<file path="config.mk">
export PLATFORM = sky130hd
export DESIGN_NAME = pong_ball
export DESIGN_NICKNAME = d
export VERILOG_FILES = /design/src/rtl/pong_pkg.sv /design/src/rtl/pong_collide.sv /design/src/rtl/pong_ball.sv
export SDC_FILE = /design/constraint.sdc
export NUM_CORES = 1
export LEC_CHECK = 0
export BUFFER_PORTS_ARGS = -buffer_cell sky130_fd_sc_hd__buf_2
export CAP_MARGIN = 20
export CORE_MARGIN = 8
export CORE_UTILIZATION = 40
export DETAILED_ROUTE_END_ITERATION = 6
export PLACE_DENSITY = 0.72
export SYNTH_ARGS = -nofsm -noshare
export SYNTH_HDL_FRONTEND = slang
export SYNTH_SLANG_ARGS = --single-unit
</file>
<file path="constraint.sdc">
create_clock -name frame_clk -period 6.2 [get_ports frame_clk]
set_input_delay 0.93 -clock frame_clk [delete_from_list [all_inputs] [get_ports frame_clk]]
set_output_delay 0.93 -clock frame_clk [all_outputs]
set_load 0.005 [all_outputs]
</file>
<file path="src/rtl/pong_pkg.sv">
// Shared constants and types for the pong ball engine and its paddle stage.
// Optional feature macro: PONG_SPIN_EN (paddle hit zone steers the ball's Y motion).
package pong_pkg;

    localparam int COORD_W     = 10;
    localparam int SCORE_W     = 4;

    localparam int BALL_S      = 4;
    localparam int X_CENTER    = 320;
    localparam int Y_CENTER    = 240;
    localparam int X_MIN       = 0;
    localparam int X_MAX       = 639;
    localparam int Y_MIN       = 20;
    localparam int Y_MAX       = 461;
    localparam int STEP        = 2;
    localparam int SERVE_DELAY = 60;
    localparam int SCORE_MAX   = 7;

    localparam int SERVE_CNT_W = $clog2(SERVE_DELAY);

    typedef enum logic [1:0] {SERVE, PLAY, POINT, OVER} ball_state_t;

    // Per-axis motion, 10-bit two's complement, one of {-STEP, 0, +STEP}
    typedef logic signed [COORD_W-1:0] motion_t;

    localparam motion_t MOT_POS  = motion_t'(STEP);
    localparam motion_t MOT_NEG  = motion_t'(-STEP);
    localparam motion_t MOT_ZERO = '0;

    // Where on the paddle the ball landed; HIGH is above centre (smaller Y)
    typedef enum logic [1:0] {ZONE_FLAT, ZONE_HIGH, ZONE_LOW} hit_zone_t;

    typedef struct packed {
        logic [COORD_W-1:0] x;
        logic [COORD_W-1:0] y;
        logic [COORD_W-1:0] l;
        logic [COORD_W-1:0] w;
    } paddle_t;

    // Scores stop at SCORE_MAX rather than wrapping
    function automatic logic [SCORE_W-1:0] score_inc(input logic [SCORE_W-1:0] s);
        return (s >= SCORE_W'(SCORE_MAX)) ? s : s + SCORE_W'(1);
    endfunction

    function automatic motion_t zone_motion(input hit_zone_t z);
        case (z)
            ZONE_HIGH: return MOT_NEG;
            ZONE_LOW:  return MOT_POS;
            default:   return MOT_ZERO;
        endcase
    endfunction

endpackage

</file>
<file path="src/rtl/pong_collide.sv">
// Combinational ball-vs-paddle hit test for one paddle.
// RIGHT=0 tests the left paddle (ball travelling left), RIGHT=1 the right one.
// Optional feature macro: PONG_SPIN_EN adds the hit-zone output.
module pong_collide
    import pong_pkg::*;
#(
    parameter bit RIGHT = 1'b0
)(
    input  logic [COORD_W-1:0] ball_x,
    input  logic [COORD_W-1:0] ball_y,
    input  paddle_t            pad,
    input  motion_t            x_mot,
    output logic               hit
`ifdef PONG_SPIN_EN
    ,
    output hit_zone_t          zone
`endif
);

    // Two guard bits so paddle-minus-extent never wraps near the screen edge
    localparam int EXT_W = COORD_W + 2;

    logic signed [EXT_W-1:0] bx, by, px, py, pl, pw, bs;
    logic signed [EXT_W-1:0] x_lo, x_hi, y_lo, y_hi;
    logic                    dir_ok;

    assign bx = $signed({2'b00, ball_x});
    assign by = $signed({2'b00, ball_y});
    assign px = $signed({2'b00, pad.x});
    assign py = $signed({2'b00, pad.y});
    assign pl = $signed({2'b00, pad.l});
    assign pw = $signed({2'b00, pad.w});
    assign bs = EXT_W'(BALL_S);

    // Contact window: ball edge touching the paddle face it is moving toward
    always_comb begin
        x_lo   = RIGHT ? (px - pw - bs) : (px - pw + bs);
        x_hi   = RIGHT ? (px + pw - bs) : (px + pw + bs);
        y_lo   = py - pl - bs;
        y_hi   = py + pl + bs;
        dir_ok = RIGHT ? (!x_mot[COORD_W-1] && (x_mot != MOT_ZERO)) : x_mot[COORD_W-1];
        hit    = dir_ok && (bx >= x_lo) && (bx <= x_hi) && (by >= y_lo) && (by <= y_hi);
    end

`ifdef PONG_SPIN_EN
    logic signed [EXT_W-1:0] offset, third;

    assign offset = by - py;
    assign third  = $signed({2'b00, pad.l / COORD_W'(3)});

    // Outer thirds of the paddle deflect, middle third returns flat
    always_comb begin
        if (offset < -third)
            zone = ZONE_HIGH;
        else if (offset > third)
            zone = ZONE_LOW;
        else
            zone = ZONE_FLAT;
    end
`endif

endmodule

</file>
<file path="src/rtl/pong_ball.sv">
// Ball engine: serve delay, per-frame motion, wall/paddle reflection, scoring.
// Optional feature macro: PONG_SPIN_EN (paddle hit zone sets the Y motion).
module pong_ball
    import pong_pkg::*;
(
    input  logic               frame_clk,
    input  logic               Reset,
    input  logic [COORD_W-1:0] Paddle1X,
    input  logic [COORD_W-1:0] Paddle1Y,
    input  logic [COORD_W-1:0] Paddle1L,
    input  logic [COORD_W-1:0] Paddle1W,
    input  logic [COORD_W-1:0] Paddle2X,
    input  logic [COORD_W-1:0] Paddle2Y,
    input  logic [COORD_W-1:0] Paddle2L,
    input  logic [COORD_W-1:0] Paddle2W,
    output logic [COORD_W-1:0] BallX,
    output logic [COORD_W-1:0] BallY,
    output logic [COORD_W-1:0] BallS,
    output logic [SCORE_W-1:0] Score1,
    output logic [SCORE_W-1:0] Score2,
    output logic               resetB,
    output logic               game_over
);

    localparam logic [COORD_W-1:0]     X_CTR    = COORD_W'(X_CENTER);
    localparam logic [COORD_W-1:0]     Y_CTR    = COORD_W'(Y_CENTER);
    localparam logic [COORD_W-1:0]     X_GOAL_L = COORD_W'(X_MIN + BALL_S);
    localparam logic [COORD_W-1:0]     X_GOAL_R = COORD_W'(X_MAX - BALL_S);
    localparam logic [COORD_W-1:0]     Y_WALL_T = COORD_W'(Y_MIN + BALL_S);
    localparam logic [COORD_W-1:0]     Y_WALL_B = COORD_W'(Y_MAX - BALL_S);
    localparam logic [SCORE_W-1:0]     S_MAX    = SCORE_W'(SCORE_MAX);
    localparam logic [SERVE_CNT_W-1:0] CNT_LAST = SERVE_CNT_W'(SERVE_DELAY - 1);

    ball_state_t              state, state_n;
    logic [COORD_W-1:0]       ball_x, ball_y, bx_n, by_n;
    motion_t                  x_mot, y_mot, xm_n, ym_n;
    logic [SCORE_W-1:0]       score1, score2, s1_n, s2_n;
    logic                     serve_right, serve_r_n;
    logic [SERVE_CNT_W-1:0]   serve_cnt, cnt_n;
    logic                     reset_b, rb_n;
    logic                     goal;

    paddle_t [1:0]            pad;
    logic    [1:0]            hit;
`ifdef PONG_SPIN_EN
    hit_zone_t [1:0]          zone;
`endif

    assign pad[0] = '{x: Paddle1X, y: Paddle1Y, l: Paddle1L, w: Paddle1W};
    assign pad[1] = '{x: Paddle2X, y: Paddle2Y, l: Paddle2L, w: Paddle2W};

    // Index 0 is the left paddle, index 1 the right one
    for (genvar p = 0; p < 2; p++) begin : g_col
        pong_collide #(
            .RIGHT (p == 1)
        ) u_col (
            .ball_x (ball_x),
            .ball_y (ball_y),
            .pad    (pad[p]),
            .x_mot  (x_mot),
            .hit    (hit[p])
`ifdef PONG_SPIN_EN
            ,
            .zone   (zone[p])
`endif
        );
    end

    // State register and all per-frame ball/score state
    always_ff @(posedge frame_clk) begin
        if (Reset) begin
            state       <= SERVE;
            ball_x      <= X_CTR;
            ball_y      <= Y_CTR;
            x_mot       <= MOT_ZERO;
            y_mot       <= MOT_ZERO;
            score1      <= '0;
            score2      <= '0;
            serve_right <= 1'b0;
            serve_cnt   <= '0;
            reset_b     <= 1'b0;
        end else begin
            state       <= state_n;
            ball_x      <= bx_n;
            ball_y      <= by_n;
            x_mot       <= xm_n;
            y_mot       <= ym_n;
            score1      <= s1_n;
            score2      <= s2_n;
            serve_right <= serve_r_n;
            serve_cnt   <= cnt_n;
            reset_b     <= rb_n;
        end
    end

    // Next-state: motion decided this frame is applied to position this frame
    always_comb begin
        state_n   = state;
        bx_n      = ball_x;
        by_n      = ball_y;
        xm_n      = x_mot;
        ym_n      = y_mot;
        s1_n      = score1;
        s2_n      = score2;
        serve_r_n = serve_right;
        cnt_n     = serve_cnt;
        rb_n      = 1'b0;
        goal      = 1'b0;

        case (state)
            SERVE: begin
                xm_n = MOT_ZERO;
                ym_n = MOT_ZERO;
                if (serve_cnt == CNT_LAST) begin
                    xm_n    = serve_right ? MOT_POS : MOT_NEG;
                    ym_n    = MOT_POS;
                    cnt_n   = '0;
                    state_n = PLAY;
                end else begin
                    cnt_n = serve_cnt + SERVE_CNT_W'(1);
                end
                bx_n = ball_x + xm_n;
                by_n = ball_y + ym_n;
            end

            PLAY: begin
                // Paddle contact outranks the goal line in the same frame
                if (hit[0]) begin
                    xm_n = MOT_POS;
`ifdef PONG_SPIN_EN
                    ym_n = zone_motion(zone[0]);
`endif
                end else if (hit[1]) begin
                    xm_n = MOT_NEG;
`ifdef PONG_SPIN_EN
                    ym_n = zone_motion(zone[1]);
`endif
                end else if (ball_x <= X_GOAL_L) begin
                    goal      = 1'b1;
                    s2_n      = score_inc(score2);
                    serve_r_n = 1'b0;
                end else if (ball_x >= X_GOAL_R) begin
                    goal      = 1'b1;
                    s1_n      = score_inc(score1);
                    serve_r_n = 1'b1;
                end

                // Walls act on the incoming direction and win over spin
                if (ball_y <= Y_WALL_T && y_mot[COORD_W-1])
                    ym_n = MOT_POS;
                else if (ball_y >= Y_WALL_B && !y_mot[COORD_W-1] && y_mot != MOT_ZERO)
                    ym_n = MOT_NEG;

                if (goal) begin
                    state_n = POINT;
                    rb_n    = 1'b1;
                    bx_n    = X_CTR;
                    by_n    = Y_CTR;
                    xm_n    = MOT_ZERO;
                    ym_n    = MOT_ZERO;
                end else begin
                    bx_n = ball_x + xm_n;
                    by_n = ball_y + ym_n;
                end
            end

            POINT: begin
                bx_n  = X_CTR;
                by_n  = Y_CTR;
                xm_n  = MOT_ZERO;
                ym_n  = MOT_ZERO;
                cnt_n = '0;
                if (score1 == S_MAX || score2 == S_MAX)
                    state_n = OVER;
                else
                    state_n = SERVE;
            end

            OVER: begin
                bx_n = X_CTR;
                by_n = Y_CTR;
                xm_n = MOT_ZERO;
                ym_n = MOT_ZERO;
            end

            default: state_n = SERVE;
        endcase
    end

    assign BallX     = ball_x;
    assign BallY     = ball_y;
    assign BallS     = COORD_W'(BALL_S);
    assign Score1    = score1;
    assign Score2    = score2;
    assign resetB    = reset_b;
    assign game_over = (state == OVER);

endmodule
</file>
# Word-level counts from Yosys, hierarchy flattened
# Index checks and enable logic that the tools add are counted.
# totals
reg_bits	58
output_inout_bits	40
inputBits	82
# classes
addsub	23
reduce_logical	27
eq_ne	8
n_mux	33
order_cmp	14
bitwise_logic	6
# op_table
op	count
$mux 10	14
$pmux 10 s3	4
$add 12x4->12 const B	4
$ge 11x12->1	4
$le 11x12->1	4
$add 10x10->11	4
$sub 10x10->11	4
$add 10x10->10	4
$sub 12x4->12 const B	3
$reduce_bool 10->1	2
$logic_and 1x1->1	12
$pmux 6 s2	1
$sub 11x4->12 const B	1
$ge 10x10->1 const B	1
$ge 10x9->1 const B	1
$le 10x3->1 const B	1
$le 10x5->1 const B	1
$add 4x1->4 const B	2
$eq 4x3->1 const B	2
$ge 4x3->1 const B	2
$mux 1	8
$mux 2	4
$add 6x1->6 const B	1
$eq 6x6->1 const B	1
other kinds (16)	26

# Longest topological paths before layout
# Gate-level depths: netlist of the first run.
# depth
word_depth	13
mapped_depth	32
mapped_depth_nobuf	31

# Cells and area by module
# A second synthesis of the first run with hierarchy kept.
# unflattened
cells_unflattened	1329
hier_area_um2	10319.9
# modules_own_cells
module	area_per_inst_um2	n_inst	cells_per_inst	seq_area_each_um2
pong_ball	3683.5	1	447	1161.1
pong_collide at g_col[1].u_col	3455.8	1	460	0.0
pong_collide at g_col[0].u_col	3180.6	1	422	0.0

# Least setup slack after synthesis of the first run
# Ideal clock, no wire load.
# synth_path
path_type	input port to flip-flop
from	input port Paddle2Y[0]
to	register ball_x[8] (netlist: BallX[8])
slack_ns	-0.336
setup_time_ns	0.122
arrival_ns	6.413
path_buffers	1
stages	29
cell_sequence	ha_1 > inv_1 > fa_1 > o21bai_1 > nand4_1 > and2_0 > o311ai_0 > and2_1 > nand2_1 > xnor2_1 > ha_1 > a2111oi_0 > nand2_1 > o211ai_1 > a311oi_1 > a211oi_2 > o2111ai_1 > nand2b_1 > buf_6 > or2_2 > inv_1 > fa_1 > inv_1 > nand2_1 > a221o_1 > a21o_1 > nand2_1 > xor2_1 > a311o_1
# synth_via
elab_chain_cells	11
# synth_lines
element	line_no	source
start, declared	pong_ball.sv:13	input logic [COORD_W-1:0] Paddle2Y,
$sub 10x10->11	pong_collide.sv:39	y_lo = py - pl - bs;
$sub 12x4->12	pong_collide.sv:39	
$ge 11x12->1	pong_collide.sv:42	hit = dir_ok && (bx >= x_lo) && (bx <= x_hi) && (by >= y_lo) && (by <= y_hi);
$logic_and 1x1->1	pong_collide.sv:42	
$logic_and 1x1->1 (*)	pong_collide.sv:42	
$mux 10	pong_ball.sv:133	end else if (hit[1]) begin
$mux 10	pong_ball.sv:128	if (hit[0]) begin
$mux 10	pong_ball.sv:110	case (state)
$add 10x10->10	pong_ball.sv:162	bx_n = ball_x + xm_n;
$mux 10 (*)	pong_ball.sv:154	if (goal) begin
$pmux 10 s3 (*)	pong_ball.sv:110	
end signal, assigned	pong_ball.sv:84	ball_x <= bx_n;
end, declared	pong_ball.sv:35	logic [COORD_W-1:0] ball_x, ball_y, bx_n, by_n;
# Mark *: on every way between the ends. The rest lies on a longest branch, timed or not. The select of a mux whose other input is x is not followed.
# A chain may end at the register's enable or synchronous reset.

# Worst setup path after layout of the first run
# layout_path
from	input port Paddle1X[0]
to	register ball_x[8] (netlist: BallX[8])
# layout_via
elab_chain_cells	12
# layout_lines
element	line_no	source
start, declared	pong_ball.sv:8	input logic [COORD_W-1:0] Paddle1X,
$sub 10x10->11	pong_collide.sv:37	x_lo = RIGHT ? (px - pw - bs) : (px - pw + bs);
$add 12x4->12	pong_collide.sv:37	
$ge 11x12->1	pong_collide.sv:42	
$logic_and 1x1->1	pong_collide.sv:42	
$logic_and 1x1->1 (*) (3 in a row)	pong_collide.sv:42	
$mux 10	pong_ball.sv:128	
$mux 10	pong_ball.sv:110	
$add 10x10->10	pong_ball.sv:162	
$mux 10 (*)	pong_ball.sv:154	
$pmux 10 s3 (*)	pong_ball.sv:110	
# Marked as above.

==> results of run 1 <==
## worst max path at each step
stage                                     end  slack [ns]  cells past startpoint
after floorplan           BallX[8]$_SDFF_PP1_        0.03                     29
after global placement    BallX[8]$_SDFF_PP1_       -0.24                     28
after detailed placement  BallX[8]$_SDFF_PP1_       -0.43                     28
after CTS                 BallX[8]$_SDFF_PP1_       0.008                     28
after global routing      BallX[8]$_SDFF_PP1_       -0.21                     31
final                     BallX[8]$_SDFF_PP1_        0.07                     29
## cells by family after synthesis
kind of cell | synth area share (%)
mux | 1.022
xor+xnor | 9.886
other cells | 0.06892
fa+ha+maj | 25.51
flops | 10.66
compound gates | 25.72
simple gates | 19.38
buf+inv | 7.751
## cell usage in the layout, fill, tap and decap left out, drive strengths merged, types with 8 or more instances in the layout
cell type	n
xor2	35
o211ai	17
a22oi	9
conb	10
o21ai	51
nand2b	26
nand4	20
o21a	27
fa	11
nand2	73
and3	10
a2111oi	8
a211o	17
or3	10
nor3	40
dfxtp	58
nor4	19
o21bai	13
mux2i	10
nand3	14
a21oi	105
nor2b	24
a211oi	24
inv	145
clkbuf	10
nor2	111
a21o	36
ha	203
xnor2	88
nor3b	13
a31oi	10
or2	11
buf	310
## registers in the layout (all words and copies together) (netlist names)
name / cells
serve_cnt: 6
y_mot: 10
BallX: 10
state: 2
serve_right: 1
resetB: 1
BallY: 10
x_mot: 10
Score2: 4
Score1: 4
## routing by layer
layer	track usage, %	part of all wire, %	vias to the layer above
met3	1.966	3.5	52
met5	0	0	-
met4	4.264	1.8	0
li1	-	-	5614
met1	21.58	44	5314
met2	33.31	51	252
## tightest hold or removal path: stages, from the launching register on
cell     delay, ns
dfxtp_1       0.30
nand2_1       0.08
nor2_1        0.04
## layout make-up
cell class,count,area [um2],area share [%]
repair buffers,310,2082,15.00
inverters,145,546.8,3.938
clock inverters,6,67.56,0.4866
clock buffers,10,229.0,1.649
multi-input cells,1158,9371,67.50
well taps,341,426.7,3.073
flip-flops and latches,58,1161,8.363
## metrics by stage
stage	hold slack (ns)	worst slack (ns)	utilization, %	instances
6_report	0.4702	0.06828	51.66	2028
5_1_grt	0.5008	-0.2115	51.66	2028
4_1_cts	0.4628	0.007602	49.65	2015
3_5_place_dp	0.4550	-0.4289	48.47	1999
3_3_place_gp	0.4546	-0.2419	48.47	1999
2_1_floorplan	0.4385	0.03146	-	1416
## power by group
part / total, mW / leakage [nW] / internal (mW) / switching [mW]
registers: 0.406 / 0.469 / 0.382 / 0.0245
clock network: 0.499 / 0.139 / 0.312 / 0.188
logic: 1.36 / 6.05 / 0.668 / 0.696
## repair_timing
action	4_1_cts	5_1_grt
pin swaps	0	47
gates resized for setup	6	98
hold buffers	0	0
setup buffers	0	13
setup endpoints to repair	2	8
==> flow_summary.ini, run 1 <==
[logic_synthesis]
synth.cells.most_frequent = ha_1 (203), inv_1 (144), nor2_1 (111)
number_of_distinct_library_cells_after_synthesis = 93
post_synthesis_register_bit_count = 58
synthMostInstantiatedCell = ha_1
synth-edff-count = 0
syn-instance-count = 1408
netlist_top_cells_area = ha_1 (23%), dfxtp_1 (11%), xnor2_1 (7.1%)
synth-async-reset-ratio_pct = 0
ys.warnings.count = 0
synth-seq-area-share_pct = 10.66
mappedNetlistArea_mm2 = 0.01090
average_cell_area_after_synthesis_um2 = 7.739
yosysTopAreaCellShare_pct = 23.31
synth_top_cell_by_area = ha_1
synth-main-ff-cell = dfxtp_1

[worst_setup_path]
path_common_cell = buf_4
crit_path_end_kind = register
timing.rr.end = BallX[8]$_SDFF_PP1_
arrival_ns = 6.35
crit_path_max_incr_delay_ns = 0.43
worst-setup-path-type = input port to register
r2r_setup_slack_ns = 1.36
critical_path.n_buffers_inverters = 5
worst_setup_path_startpoint = Paddle1X[0]
required_ns = 6.42
cpLargestDelayFamily = compound AO/OA/AOI/OAI gates
worst_path_max_delay_cell = fa_2
reg2reg_from = BallX[0]$_SDFFE_PP0N_
critical_path_peak_fanout = 6
critical_path.startpoint_type = input port
worst_r2r_path_depth = 24

[sta]
rsz0062_at_grt = yes
worst_slew_margin_rel_pct = 41.12
final_hold_viol_count = 0
timing.clock.skew_ns = 0.008645
layout_min_cycle_time_ns = 6.132
fin_setup_tns_ns = 0
transition_time_at_the_pin_with_the_least_slew_margin_ns = 0.8773
final-setup-viol-count = 0
report.final.slew_viol_count = 0
period_utilisation_layout_pct = 98.90
max_clock_freq_ghz = 0.1631

[floorplanning]
floorplan.initialDensity_pct = 40.54
fp.dieH_um = 181.1
design.portCount = 122
fp-row-count = 60
design.die.area_mm2 = 0.03278
chipWidth_um = 181.1
standard_cell_core_area_mm2 = 0.02688

[grt]
grt_remaining_overflow = 0
antenna_violations_before_repair = 0
global_route.usage.total_pct = 17.89
grt_first_pass_wirelength_um = 50760
grt_pass1_vias = 11050
grt_max_degree = 43

[power_and_ir_drop]
power.static_leakage_nw = 6.656
power_mw = 2.269
peakVddDrop_mv = 0.1280
power_per_cell_area_mw_per_mm2 = 163.5

[drt]
routed-via-count = 11232
detailedRoute.firstPassIterationCount = 5
routed_wirelength_um = 31310
viasPerCell = 5.538
detail-route-antenna-nets = 0
drc_violation_count_after_routing = 0
route.detailed.wl_per_inst_um = 15.44
detail_route.iter0.violations = 600

[finish]
design_area_mm2 = 0.01388
drive_gt1_share_pct = 26.14
finalNetCount = 1978
fillers = 2547
area_delta_synth_final_pct = 27.42
antenna-diode-count = 0

[cts]
clkTransAtPathRegs_ns = 0.05
clock_tree.htree_level_count = 3
clock_latency_ns = 0.33
clock_path_buffers = 2
numCtsBuffers = 9
tritoncts = done
cts.root.buffer_cell = clkbuf_16
cts_sinks = 58

[place]
port_buffers = 111
dpl-instance-area_mm2 = 0.01303
place.detailed.hpwl_um = 25030
place.gp.congestion = 0.8975

[hold_path]
hold_crit_endpoint = y_mot[0]$_SDFF_PP0_
worstHoldPathCells = 2
worstHoldStart = y_mot[0]$_SDFF_PP0_
hold_path_class = register to register

[run_status]
outcome = complete, no violations

[flow_run]
maxCapViolCount = 0
(Power assumes the default switching activity.)
==> run 2, diff against run 1 <==
--- a/config.mk
+++ b/config.mk
@@ -10,7 +10,8 @@
 export CORE_MARGIN = 8
 export CORE_UTILIZATION = 40
 export DETAILED_ROUTE_END_ITERATION = 6
-export PLACE_DENSITY = 0.72
+export PLACE_DENSITY = 0.73
 export SYNTH_ARGS = -nofsm -noshare
 export SYNTH_HDL_FRONTEND = slang
+export SYNTH_HIERARCHICAL = 1
 export SYNTH_SLANG_ARGS = --single-unit
==> flow_summary.ini, run 2 <==
[logic_synthesis]
syn-instance-count = 1329
mappedNetlistArea_mm2 = 0.01032
ys.warnings.count = 6
average_cell_area_after_synthesis_um2 = 7.765
synthMostInstantiatedCell = ha_1
post_synth_fa_ha_maj_area_fraction_pct = 28.81
yosys-mux-area-fraction_pct = 0.8729
number_of_distinct_library_cells_after_synthesis = 93
synth_xor_area_share_pct = 9.505
yosysTopAreaCellShare_pct = 26.67
netlist_top_cells_area = ha_1 (27%), dfxtp_1 (11%), inv_1 (5.8%)
synth-edff-count = 0
synth.cells.most_frequent = ha_1 (220), inv_1 (160), nor2_1 (114)
synth-async-reset-ratio_pct = 0
synth_top_family_by_area = adder cells
synth-main-ff-cell = dfxtp_1
synth-compound-area-share_pct = 21.94
synthSimpleGateAreaFrac_pct = 19.93
synth_top_cell_by_area = ha_1
post_synthesis_register_bit_count = 58
synth-seq-area-share_pct = 11.25

[worst_setup_path]
critical_path.startpoint_type = input port
worst_path_max_delay_cell = or3b_4
critical_path_peak_fanout = 4
critical_path.n_buffers_inverters = 3
crit_path_end_kind = register
arrival_ns = 6.31
cpLargestDelayFamily = compound AO/OA/AOI/OAI gates
required_ns = 6.40
crit_path_max_incr_delay_ns = 0.43
worst-setup-path-type = input port to register

[cts]
cts_sinks = 58
postCtsHoldBufs = 0
clock_tree.htree_level_count = 3
numCtsBuffers = 9
clock_path_buffers = 2
tritoncts = done
clock_latency_ns = 0.33
cts.root.buffer_cell = clkbuf_16
clkTransAtPathRegs_ns = 0.06

[sta]
transition_time_at_the_pin_with_the_least_slew_margin_ns = 0.9726
worst_slew_margin_rel_pct = 34.92
period_utilisation_layout_pct = 98.57
rsz0062_at_grt = yes
max_clock_freq_ghz = 0.1636
final-setup-viol-count = 0
fin_hold_ws_ns = 0.4859
final_hold_viol_count = 0
report.final.slew_viol_count = 0
worst_case_setup_margin_in_the_final_layout_ns = 0.08857
timing.clock.skew_ns = 0.007728
layout_min_cycle_time_ns = 6.111

[power_and_ir_drop]
peakVddDrop_mv = 0.1457
share_comb_of_total_power_pct = 57.7
switching_share_pct = 39.33
power.static_leakage_nw = 6.363
clockPowerShare_pct = 23.0
seq_power_share_pct = 19.3
power_per_cell_area_mw_per_mm2 = 162.6
netsw_mw = 0.8348
power_report.internal_total_mw = 1.288

[floorplanning]
design.die.area_mm2 = 0.03119
fp-row-count = 58
floorplan.initialDensity_pct = 40.86
chipWidth_um = 176.6
fp.dieH_um = 176.6
standard_cell_core_area_mm2 = 0.02525
design.portCount = 122

[drt]
detailedRoute.firstPassIterationCount = 5
viasPerCell = 5.369
detail-route-antenna-nets = 0
route.detailed.wl_per_inst_um = 14.68
drc_violation_count_after_routing = 0
routed_wirelength_um = 27950
detail_route.iter0.violations = 512
routed-via-count = 10223

[finish]
drive_gt1_share_pct = 23.95
final_cell_mix = ha_1 (209), inv_1 (157), buf_4 (136)
finalNetCount = 1882
antenna-diode-count = 0
finalNonFillerCells = 1904
area_delta_synth_final_pct = 26.50
fin_util_pct = 51.69
layout.cells.most_common = ha_1

[grt]
antenna_violations_before_repair = 1
global_route.usage.total_pct = 17.02
grt_max_degree = 20
grt_pass1_vias = 10096
grt_first_pass_wirelength_um = 45640
grt_remaining_overflow = 0

[hold_path]
hold_path_class = register to register

[place]
port_buffers = 111
pre_cts_ws_ns = -0.4220
place.gp.congestion = 0.8899
placed_cells_incl_taps = 1877
place.detailed.hpwl_um = 22140

[run_status]
outcome = complete, no violations

[flow_run]
maxCapViolCount = 0
==> run 2: changes by cell type in the layout (fill, tap and decap cells not counted), moves of 10 or more <==
cell     delta
buf_4      -60
xnor2_1    -23
a21oi_1    -22
inv_1      +18
ha_1       +16
o21ai_0    +14
a211o_1    -11
a21o_1     -11
o21a_1     -10
xor2_1     +10
==> run 2: repair_timing <==
action                                  in CTS  in global routing
resized for setup                           10                100
buffers inserted                             1                 10
pin swaps                                    5                 66
endpoints found under the setup margin       3                  5
==> run 2: power groups by stage <==
| stage | clock network [mW] | registers [mW] | logic, mW |
|---|---|---|---|
| after global routing | 0.510 | 0.411 | 1.37 |
| after detailed placement | 0 | 0.416 | 1.13 |
| final | 0.488 | 0.410 | 1.23 |
| after floorplan | 0 | 0.407 | 0.783 |
| after global placement | 0 | 0.416 | 1.09 |
| after CTS | 0.494 | 0.409 | 1.14 |
==> run 2: final cells by class <==
type	instances	area (um2)
Tap cell	330	412.9
Clock buffer	9	225.2
Timing Repair Buffer	254	1708
Fill cell	2383	12200
Sequential cell	58	1161
Clock inverter	7	70.07
Multi-Input combinational cell	1085	8871
Inverter	161	606.8
==> run 2: cell families after synthesis <==
logic type	Yosys count
and+or+nand+nor	392
AOI/OAI and AO/OA	332
adders and majority gates	231
buffers and inverters	194
xor gates and xnor gates	112
DFF	58
muxes	8
other	2
==> run 2: final timing paths <==
kind                         end  depth (start not counted)  slack, ns                   from
max          BallX[9]$_SDFF_PP0_                         25       0.09            Paddle1Y[0]
min          x_mot[0]$_SDFF_PP0_                          2       0.49    x_mot[0]$_SDFF_PP0_
min reg2reg  x_mot[0]$_SDFF_PP0_                          2       0.49    x_mot[0]$_SDFF_PP0_
max reg2reg  BallX[9]$_SDFF_PP0_                         20       1.51  BallY[0]$_SDFFE_PP0N_
==> run 2: worst reg2reg max path: stages, from the launching register on <==
cell       delay [ns]
dfxtp_1          0.51
inv_1            0.11
ha_1             0.30
nand2b_1         0.14
a21o_1           0.17
a21o_1           0.17
a211oi_1         0.26
o21ai_1          0.12
a21o_1           0.19
a222oi_1         0.35
a211oi_2         0.08
clkbuf_16        0.19
or3_4            0.41
ha_4             0.22
a21o_1           0.19
a211oi_4         0.24
nor2_2           0.08
o41ai_2          0.35
buf_4            0.18
and4b_1          0.20
o32ai_2          0.09
==> run 2: metal layers <==
layer  track usage (%)  share of wire (%)  vias up
li1                  -                  -     5188
met2             30.14                 49      207
met3             2.006                3.9       41
met1             21.30                 45     4785
met4             4.799                1.7        2
met5                 0              0.047        -
==> run 2: stage by stage <==
stage	area, um2	setup TNS, ns	total power, mW
after detailed placement	12150	-1.158	1.544
final	13060	0	2.123
after CTS	12510	0	2.045
after floorplan	10370	0	1.190
after global routing	13060	-0.4385	2.291
after global placement	12150	-0.7660	1.506
